===== config.mk =====
export PLATFORM = sky130hd
export DESIGN_NAME = uart_autobaud_det
export DESIGN_NICKNAME = d
export VERILOG_FILES = /design/src/rtl/uart_pkg.sv /design/src/rtl/uart_sync_edge_det.sv /design/src/rtl/uart_autobaud_det.sv
export SDC_FILE = /design/constraint.sdc
export NUM_CORES = 1
export LEC_CHECK = 0
export CORE_UTILIZATION = 30
export CTS_CLUSTER_SIZE = 10
export DETAILED_ROUTE_END_ITERATION = 10
export PLACE_DENSITY_LB_ADDON = 0.1
export SYNTH_ARGS = -nofsm -noshare
export SYNTH_HDL_FRONTEND = slang
export SYNTH_SLANG_ARGS = --single-unit

===== constraint.sdc =====
create_clock -name clk_i -period 4 [get_ports clk_i]
set_input_delay 0.4 -clock clk_i [delete_from_list [all_inputs] [get_ports clk_i]]
set_output_delay 0.4 -clock clk_i [all_outputs]
set_load 0.05 [all_outputs]

===== src/rtl/uart_pkg.sv =====
// Shared UART definitions: autobaud FSM encoding, sync character and measurement constants.
package uart_pkg;

  localparam logic [1:0] ST_IDLE       = 2'd0;
  localparam logic [1:0] ST_WAIT_START = 2'd1;
  localparam logic [1:0] ST_MEASURE    = 2'd2;

  localparam logic [7:0] SYNC_CHAR = 8'h55;
  localparam int unsigned ROUND_ADD = 4;

  // Line transitions from the start-bit fall up to the fall that opens the last data bit.
  function automatic int unsigned count_edges(input logic [7:0] ch);
    logic [9:0]  frame;
    int unsigned n;
    frame = {1'b1, ch, 1'b0};
    n = 0;
    for (int i = 0; i < 8; i++) begin
      if (frame[i] != frame[i+1]) n++;
    end
    return n;
  endfunction

  localparam int unsigned SYNC_EDGES = count_edges(SYNC_CHAR);

endpackage


===== src/rtl/uart_sync_edge_det.sv =====
// Two-flop synchronizer for an idle-high UART line followed by registered fall/rise pulses.
module uart_sync_edge_det (
  input  logic clk_i,
  input  logic rst_n_i,
  input  logic rx_i,
  output logic fall_o,
  output logic rise_o
);

  logic sync1_q, sync2_q, prev_q, fall_q, rise_q;
  logic fall_d, rise_d;

  always_comb begin
    fall_d = prev_q & ~sync2_q;
    rise_d = ~prev_q & sync2_q;
  end

  always_ff @(posedge clk_i or negedge rst_n_i) begin
    if (!rst_n_i) begin
      sync1_q <= 1'b1;
      sync2_q <= 1'b1;
      prev_q  <= 1'b1;
      fall_q  <= 1'b0;
      rise_q  <= 1'b0;
    end else begin
      sync1_q <= rx_i;
      sync2_q <= sync1_q;
      prev_q  <= sync2_q;
      fall_q  <= fall_d;
      rise_q  <= rise_d;
    end
  end

  assign fall_o = fall_q;
  assign rise_o = rise_q;

endmodule


===== src/rtl/uart_autobaud_det.sv =====
// UART autobaud detector: times eight bit periods of a 0x55 sync character and emits a divisor.
// Optional segment tolerance checking is enabled with macro UART_AUTOBAUD_TOL_CHK_EN.
module uart_autobaud_det
  import uart_pkg::*;
#(
  parameter int unsigned DLY            = 1,
  parameter int unsigned BAUDRATE_WIDTH = 16,
  parameter int unsigned MIN_CFG        = 3
) (
  input  logic                      clk_i,
  input  logic                      rst_n_i,
  input  logic                      rx_i,
  input  logic                      start_i,
  output logic [BAUDRATE_WIDTH-1:0] baudrate_cfg_o,
  output logic                      cfg_vld_o,
  output logic                      err_o,
  output logic                      busy_o
);

  localparam int unsigned TW    = BAUDRATE_WIDTH + 3;
  localparam int unsigned SHIFT = $clog2(SYNC_EDGES);
  localparam int unsigned ECW   = $clog2(SYNC_EDGES) + 1;

  // DLY only shaped simulation timing in the legacy flow; registers here update with zero delay.
  if (DLY > 1000) begin : g_dly_chk
    $error("DLY out of range");
  end

  logic [1:0]                state_q, state_d;
  logic [TW-1:0]             total_q, total_d;
  logic [ECW-1:0]            edge_cnt_q, edge_cnt_d;
  logic [BAUDRATE_WIDTH-1:0] cfg_q, cfg_d;
  logic                      vld_q, vld_d, err_q, err_d;
  logic                      fall, rise, edge_det, term, tol_err;
  logic [TW:0]               span, rounded;
  logic [BAUDRATE_WIDTH-1:0] cfg_new;

  uart_sync_edge_det u_sync_edge_det (
    .clk_i  (clk_i),
    .rst_n_i(rst_n_i),
    .rx_i   (rx_i),
    .fall_o (fall),
    .rise_o (rise)
  );

  assign edge_det = fall | rise;
  assign term     = edge_det && (edge_cnt_q == ECW'(SYNC_EDGES - 1));
  // Span includes the terminating cycle, so it equals the edge-to-edge distance.
  assign span     = {1'b0, total_q} + (TW+1)'(1);
  assign rounded  = (span + (TW+1)'(ROUND_ADD)) >> SHIFT;
  assign cfg_new  = BAUDRATE_WIDTH'(rounded - (TW+1)'(1));

`ifdef UART_AUTOBAUD_TOL_CHK_EN
  logic [TW-1:0] seg_q, seg_d;
  logic [TW:0]   w0_q, w0_d, seg_w, lo, hi;
  logic          w0_vld_q, w0_vld_d;

  assign seg_w = {1'b0, seg_q} + (TW+1)'(1);
  assign lo    = w0_q - (w0_q >> 2);
  assign hi    = w0_q + (w0_q >> 2);

  always_comb begin
    seg_d    = seg_q + TW'(1);
    w0_d     = w0_q;
    w0_vld_d = w0_vld_q;
    tol_err  = 1'b0;
    if ((state_q != ST_MEASURE) || start_i) begin
      seg_d    = '0;
      w0_vld_d = 1'b0;
    end else if (edge_det) begin
      seg_d = '0;
      if (!w0_vld_q) begin
        w0_d     = seg_w;
        w0_vld_d = 1'b1;
      end else begin
        tol_err = (seg_w < lo) || (seg_w > hi);
      end
    end
  end

  always_ff @(posedge clk_i or negedge rst_n_i) begin
    if (!rst_n_i) begin
      seg_q    <= '0;
      w0_q     <= '0;
      w0_vld_q <= 1'b0;
    end else begin
      seg_q    <= seg_d;
      w0_q     <= w0_d;
      w0_vld_q <= w0_vld_d;
    end
  end
`else
  assign tol_err = 1'b0;
`endif

  always_comb begin
    state_d    = state_q;
    total_d    = total_q;
    edge_cnt_d = edge_cnt_q;
    cfg_d      = cfg_q;
    vld_d      = 1'b0;
    err_d      = 1'b0;
    case (state_q)
      ST_IDLE: begin
        if (start_i) begin
          state_d    = ST_WAIT_START;
          total_d    = '0;
          edge_cnt_d = '0;
        end
      end
      ST_WAIT_START: begin
        if (start_i || fall) begin
          state_d    = start_i ? ST_WAIT_START : ST_MEASURE;
          total_d    = '0;
          edge_cnt_d = '0;
        end
      end
      ST_MEASURE: begin
        if (start_i) begin
          state_d    = ST_WAIT_START;
          total_d    = '0;
          edge_cnt_d = '0;
        end else if (tol_err) begin
          err_d   = 1'b1;
          state_d = ST_IDLE;
        end else if (term) begin
          state_d = ST_IDLE;
          if (cfg_new >= BAUDRATE_WIDTH'(MIN_CFG)) begin
            cfg_d = cfg_new;
            vld_d = 1'b1;
          end else begin
            err_d = 1'b1;
          end
        end else if (total_q == '1) begin
          err_d   = 1'b1;
          state_d = ST_IDLE;
        end else begin
          total_d = total_q + TW'(1);
          if (edge_det) edge_cnt_d = edge_cnt_q + ECW'(1);
        end
      end
      default: state_d = ST_IDLE;
    endcase
  end

  always_ff @(posedge clk_i or negedge rst_n_i) begin
    if (!rst_n_i) begin
      state_q    <= ST_IDLE;
      total_q    <= '0;
      edge_cnt_q <= '0;
      cfg_q      <= '0;
      vld_q      <= 1'b0;
      err_q      <= 1'b0;
    end else begin
      state_q    <= state_d;
      total_q    <= total_d;
      edge_cnt_q <= edge_cnt_d;
      cfg_q      <= cfg_d;
      vld_q      <= vld_d;
      err_q      <= err_d;
    end
  end

  assign baudrate_cfg_o = cfg_q;
  assign cfg_vld_o      = vld_q;
  assign err_o          = err_q;
  assign busy_o         = (state_q == ST_WAIT_START) || (state_q == ST_MEASURE);

endmodule


==> summary.txt <==
======================================================================================
CTS Sinks                                                                           48
Share of flip-flops with an asynchronous set or reset after synthesis           100.0%
Final net count                                                                    389
Post-CTS Hold Buffers                                                                0
Total power per unit cell area                                            335.1 mW/mm^2
Grt total ovfl                                                                       0
Syn. warnings                                                                        0
Share of cells above drive strength 1                                           17.46%
Worst Setup SP                                                              total_q[0]
Number of cells in the finished layout apart from fillers                          518
Type of origin of the critical path                                               flop
F_max                                                                        268.9 MHz
Port-buffer cells                                                                   22
Largest area contributor in the netlist                                   sky130_fd_sc_hd__dfrtp_1
TritonCTS clock tree                                                             built
Capture point of the critical path                                        baudrate_cfg_o[5]
Via density per instance                                                         5.197
Post-Syn Area                                                             0.003486 sq mm
Setup slack on the worst flop-to-flop path                                     0.28 ns
Leak Pwr                                                                      1.629 nW
Maximum root-to-sink buffer count                                                    2
Critical path required time                                                    4.18 ns
Post-synthesis sequential area ratio                                            34.57%
Worst relative slew slack                                                       51.99%
Die height                                                                    109.8 um
Final wirelength                                                              8.333 mm
Worst stage delay on the critical path                                         0.51 ns
Final count of pins violating max slew                                               0
First-pass GRT wire length                                                    13.83 mm
Critical register-to-register path startpoint                               total_q[0]
Largest net degree at the start of global routing                                   49
DRC viols                                                                            0
Peak fanout along the critical path                                                 14
Pwr Total                                                                     1.315 mW
Remaining number of nets flagged by the antenna check after routing                  0
Worst min-delay path category                                             input pin to asynchronous set/reset pin
Mean cell area of the mapped netlist                                       9.629 sq um
Most frequent CP cell                                                     sky130_fd_sc_hd__ha_1
Global placer's final weighted congestion                                       0.8015
Die Area                                                                  0.01205 sq mm
Post-layout util                                                                35.43%
Detailed placer's ending HPWL                                                 6.147 mm
Standard cell area after detailed placement                               0.003752 sq mm
Total CTS buffers                                                                    5
Capturing element type of the critical path                                       flop
Number of detailed-route iterations in the first pass                                4
Area fraction of the dominant cell type after synthesis                         32.30%
Number of cells after detailed placement                                           510
Final period demand of the worst path                                         3.718 ns
Final Skew                                                                  0.01323 ns
Layout Cell Area excl Fill                                                0.003925 sq mm
Final sum of negative setup slack                                                 0 ns
Clock latency reported for the late side of the worst-skew pair                0.30 ns
Via count                                                                        2,692
Number of synthesized flops with an enable pin                                       0
Routed wire length per instance                                               16.09 um
Yosys reg bits                                                                      48
Data arrival, critical path                                                    3.89 ns
Combined area of the multi-input logic cells                              0.002077 sq mm
All-Layer GR Usage                                                              15.19%
Initial core utilization                                                        31.47%
Standard cell core area                                                   0.01108 sq mm
Number of nets in the synthesized netlist                                          374
CP max stage cell                                                         sky130_fd_sc_hd__dfrtp_1
Worst vdd rail ir drop                                                       0.3712 mV
Maxcap violations                                                                    0
Final count of hold timing violations                                                0
Final period utilization                                                        92.96%
Count leader, synth                                                       sky130_fd_sc_hd__dfrtp_1
Critical path cell sequence                                               ha_1 > o21ai_0 > xor2_1 > ha_1 > inv_1 > or3_1 > o32ai_1 > nor3_1 > a2111oi_4 > a31o_4 > inv_6 > mux2_4
Number of H-tree branching levels                                                    2
Antenna diode count                                                                  0
Final count of negative-setup-slack endpoints                                        0
CTS clk-pin slew, worst paths                                                  0.08 ns
Register Area                                                             0.001205 sq mm
Post-synth top flop                                                       sky130_fd_sc_hd__dfrtp_1
Cells resized by post-CTS repair                                                     0
Num rows                                                                            38
DRT iter0 DRCs                                                                     167
Setup CP Type                                                             flop to flop
Result of the run                                                         finished, final reports clean
Number of placed I/O pins                                                           23
Cell count of the worst reg-to-reg path                                             12
Synthesized instance count                                                         362
Destination of the worst register-to-register timing path                 baudrate_cfg_o[5]
Area added between synthesis and finish                                         12.60%
Actual transition at the worst max-transition pin                            0.7202 ns
Setup repair after global routing missed its margin                                 no
Number of distinct standard cells referenced by the synthesized netlist             79
FILL cells                                                                       1,142
Number of buffers inserted by post-CTS setup repair                                  0
Top post-synthesis cells by count                                         sky130_fd_sc_hd__dfrtp_1 (45), sky130_fd_sc_hd__nor2_1 (39), sky130_fd_sc_hd__nand2_1 (26)
Antenna violations before repair                                                     0
Largest cells by area after synthesis                                     sky130_fd_sc_hd__dfrtp_1 (32%), sky130_fd_sc_hd__xnor2_1 (4.5%), sky130_fd_sc_hd__nor2_1 (4.2%)
Clock Root Buffer                                                         sky130_fd_sc_hd__clkbuf_16
Overall die width                                                             109.8 um
Vias in the first global route                                                   2,649
======================================================================================
[worst min-delay path by stage]
stage,from,to,slack [ns],cells after the start
final,rst_n_i,baudrate_cfg_o[3],0.20,2
after CTS,rst_n_i,baudrate_cfg_o[2],0.23,2
after floorplan,rst_n_i,baudrate_cfg_o[0],0.10,0
after detailed placement,u_sync_edge_det.sync1_q,u_sync_edge_det.sync2_q,0.35,0
after global placement,u_sync_edge_det.sync1_q,u_sync_edge_det.sync2_q,0.35,0
after global routing,rst_n_i,baudrate_cfg_o[3],0.27,2
[placed cells by master (no fill, tap or decap), drive strengths merged, types with 2 or more instances in the layout]
cell type | Yosys | routed
o21a | 3 | 3
a32o | 4 | 4
a22o | 2 | 2
clkbuf | 5 | 5
nand3 | 14 | 14
o22ai | 3 | 3
clkdlybuf4s50 | 0 | 21
nand4b | 2 | 2
dfstp | 3 | 3
a211oi | 2 | 2
dfrtp | 45 | 45
nor4 | 11 | 11
nand4 | 7 | 7
or3 | 6 | 6
nand2 | 26 | 26
ha | 8 | 8
nor2b | 4 | 4
a21oi | 18 | 18
xor2 | 17 | 17
o21ai | 19 | 19
o2111a | 3 | 3
nor2 | 39 | 39
a21o | 5 | 5
and3 | 8 | 8
o211ai | 3 | 3
and2 | 2 | 2
nand2b | 2 | 2
inv | 8 | 8
a31oi | 3 | 3
buf | 13 | 7
o32ai | 2 | 2
a31o | 2 | 2
or2 | 3 | 3
nor3 | 19 | 19
o31ai | 2 | 2
xnor2 | 18 | 18
mux2 | 13 | 13
clkinv | 0 | 2
[final cells by class]
type	instances	share of cell area, %
multi-input combinational	286	52.92
sequential	48	30.70
timing repair buffer	28	6.631
tap	140	4.463
clock buffer	5	3.188
clock inverter	3	1.211
inverter	8	0.8926
[layer usage]
metal	up-vias	global-route usage (%)	routed length, um
met5	-	0	0
met4	0	6.667	212
met3	18	3.142	233
met2	37	24.02	3713
met1	1288	19.88	4174
li1	1349	-	-
[worst max-delay path: cells and delay by family, from the launching register on]
kind                     cells  cell delay [ns]
multiplexers                 1             0.30
buffers and inverters        2             0.20
flip-flops                   1             0.51
AO/OA/AOI/OAI                4             0.95
adder cells (fa/ha/maj)      2             0.86
XOR/XNOR                     1             0.22
AND/OR/NAND/NOR              2             0.54
[registers in the layout, summed over array words and instances (netlist names)]
signal and flops:
total_q 19, baudrate_cfg_o 16, edge_cnt_q 4, state_q 2, cfg_vld_o 1, err_o 1
u_sync_edge_det.fall_o 1, u_sync_edge_det.prev_q 1, u_sync_edge_det.rise_o 1, u_sync_edge_det.sync1_q 1, u_sync_edge_det.sync2_q 1
[stage by stage]
| stage | hold slack, ns | worst slack (ns) |
|---|---|---|
| 4_1_cts | 0.2329 | 0.2866 |
| 5_1_grt | 0.2684 | 0.06750 |
| 3_3_place_gp | 0.3482 | 0.4514 |
| 3_5_place_dp | 0.3518 | 0.3361 |
| 2_1_floorplan | 0.1044 | 0.6396 |
| 6_report | 0.2028 | 0.2815 |
[cell families (layout without fill, tap and decap cells)]
logic type / Yosys count / count (layout) / share of synthesized area (%)
simple gates: 148 / 148 / 23.47
mux: 13 / 13 / 5.169
fa+ha+maj: 8 / 8 / 2.872
buf+inv: 28 / 44 / 5.851
xor+xnor: 35 / 35 / 9.225
flops: 48 / 48 / 34.57
compound gates: 82 / 82 / 18.84
[power breakdown]
group / internal, mW / switching (mW) / leakage [nW]
clock network: 0.298 / 0.201 / 0.0840
logic: 0.0880 / 0.204 / 0.890
registers: 0.504 / 0.0206 / 0.655
total: 0.890 / 0.426 / 1.63
Note: power is estimated with default switching activity, not from simulation.
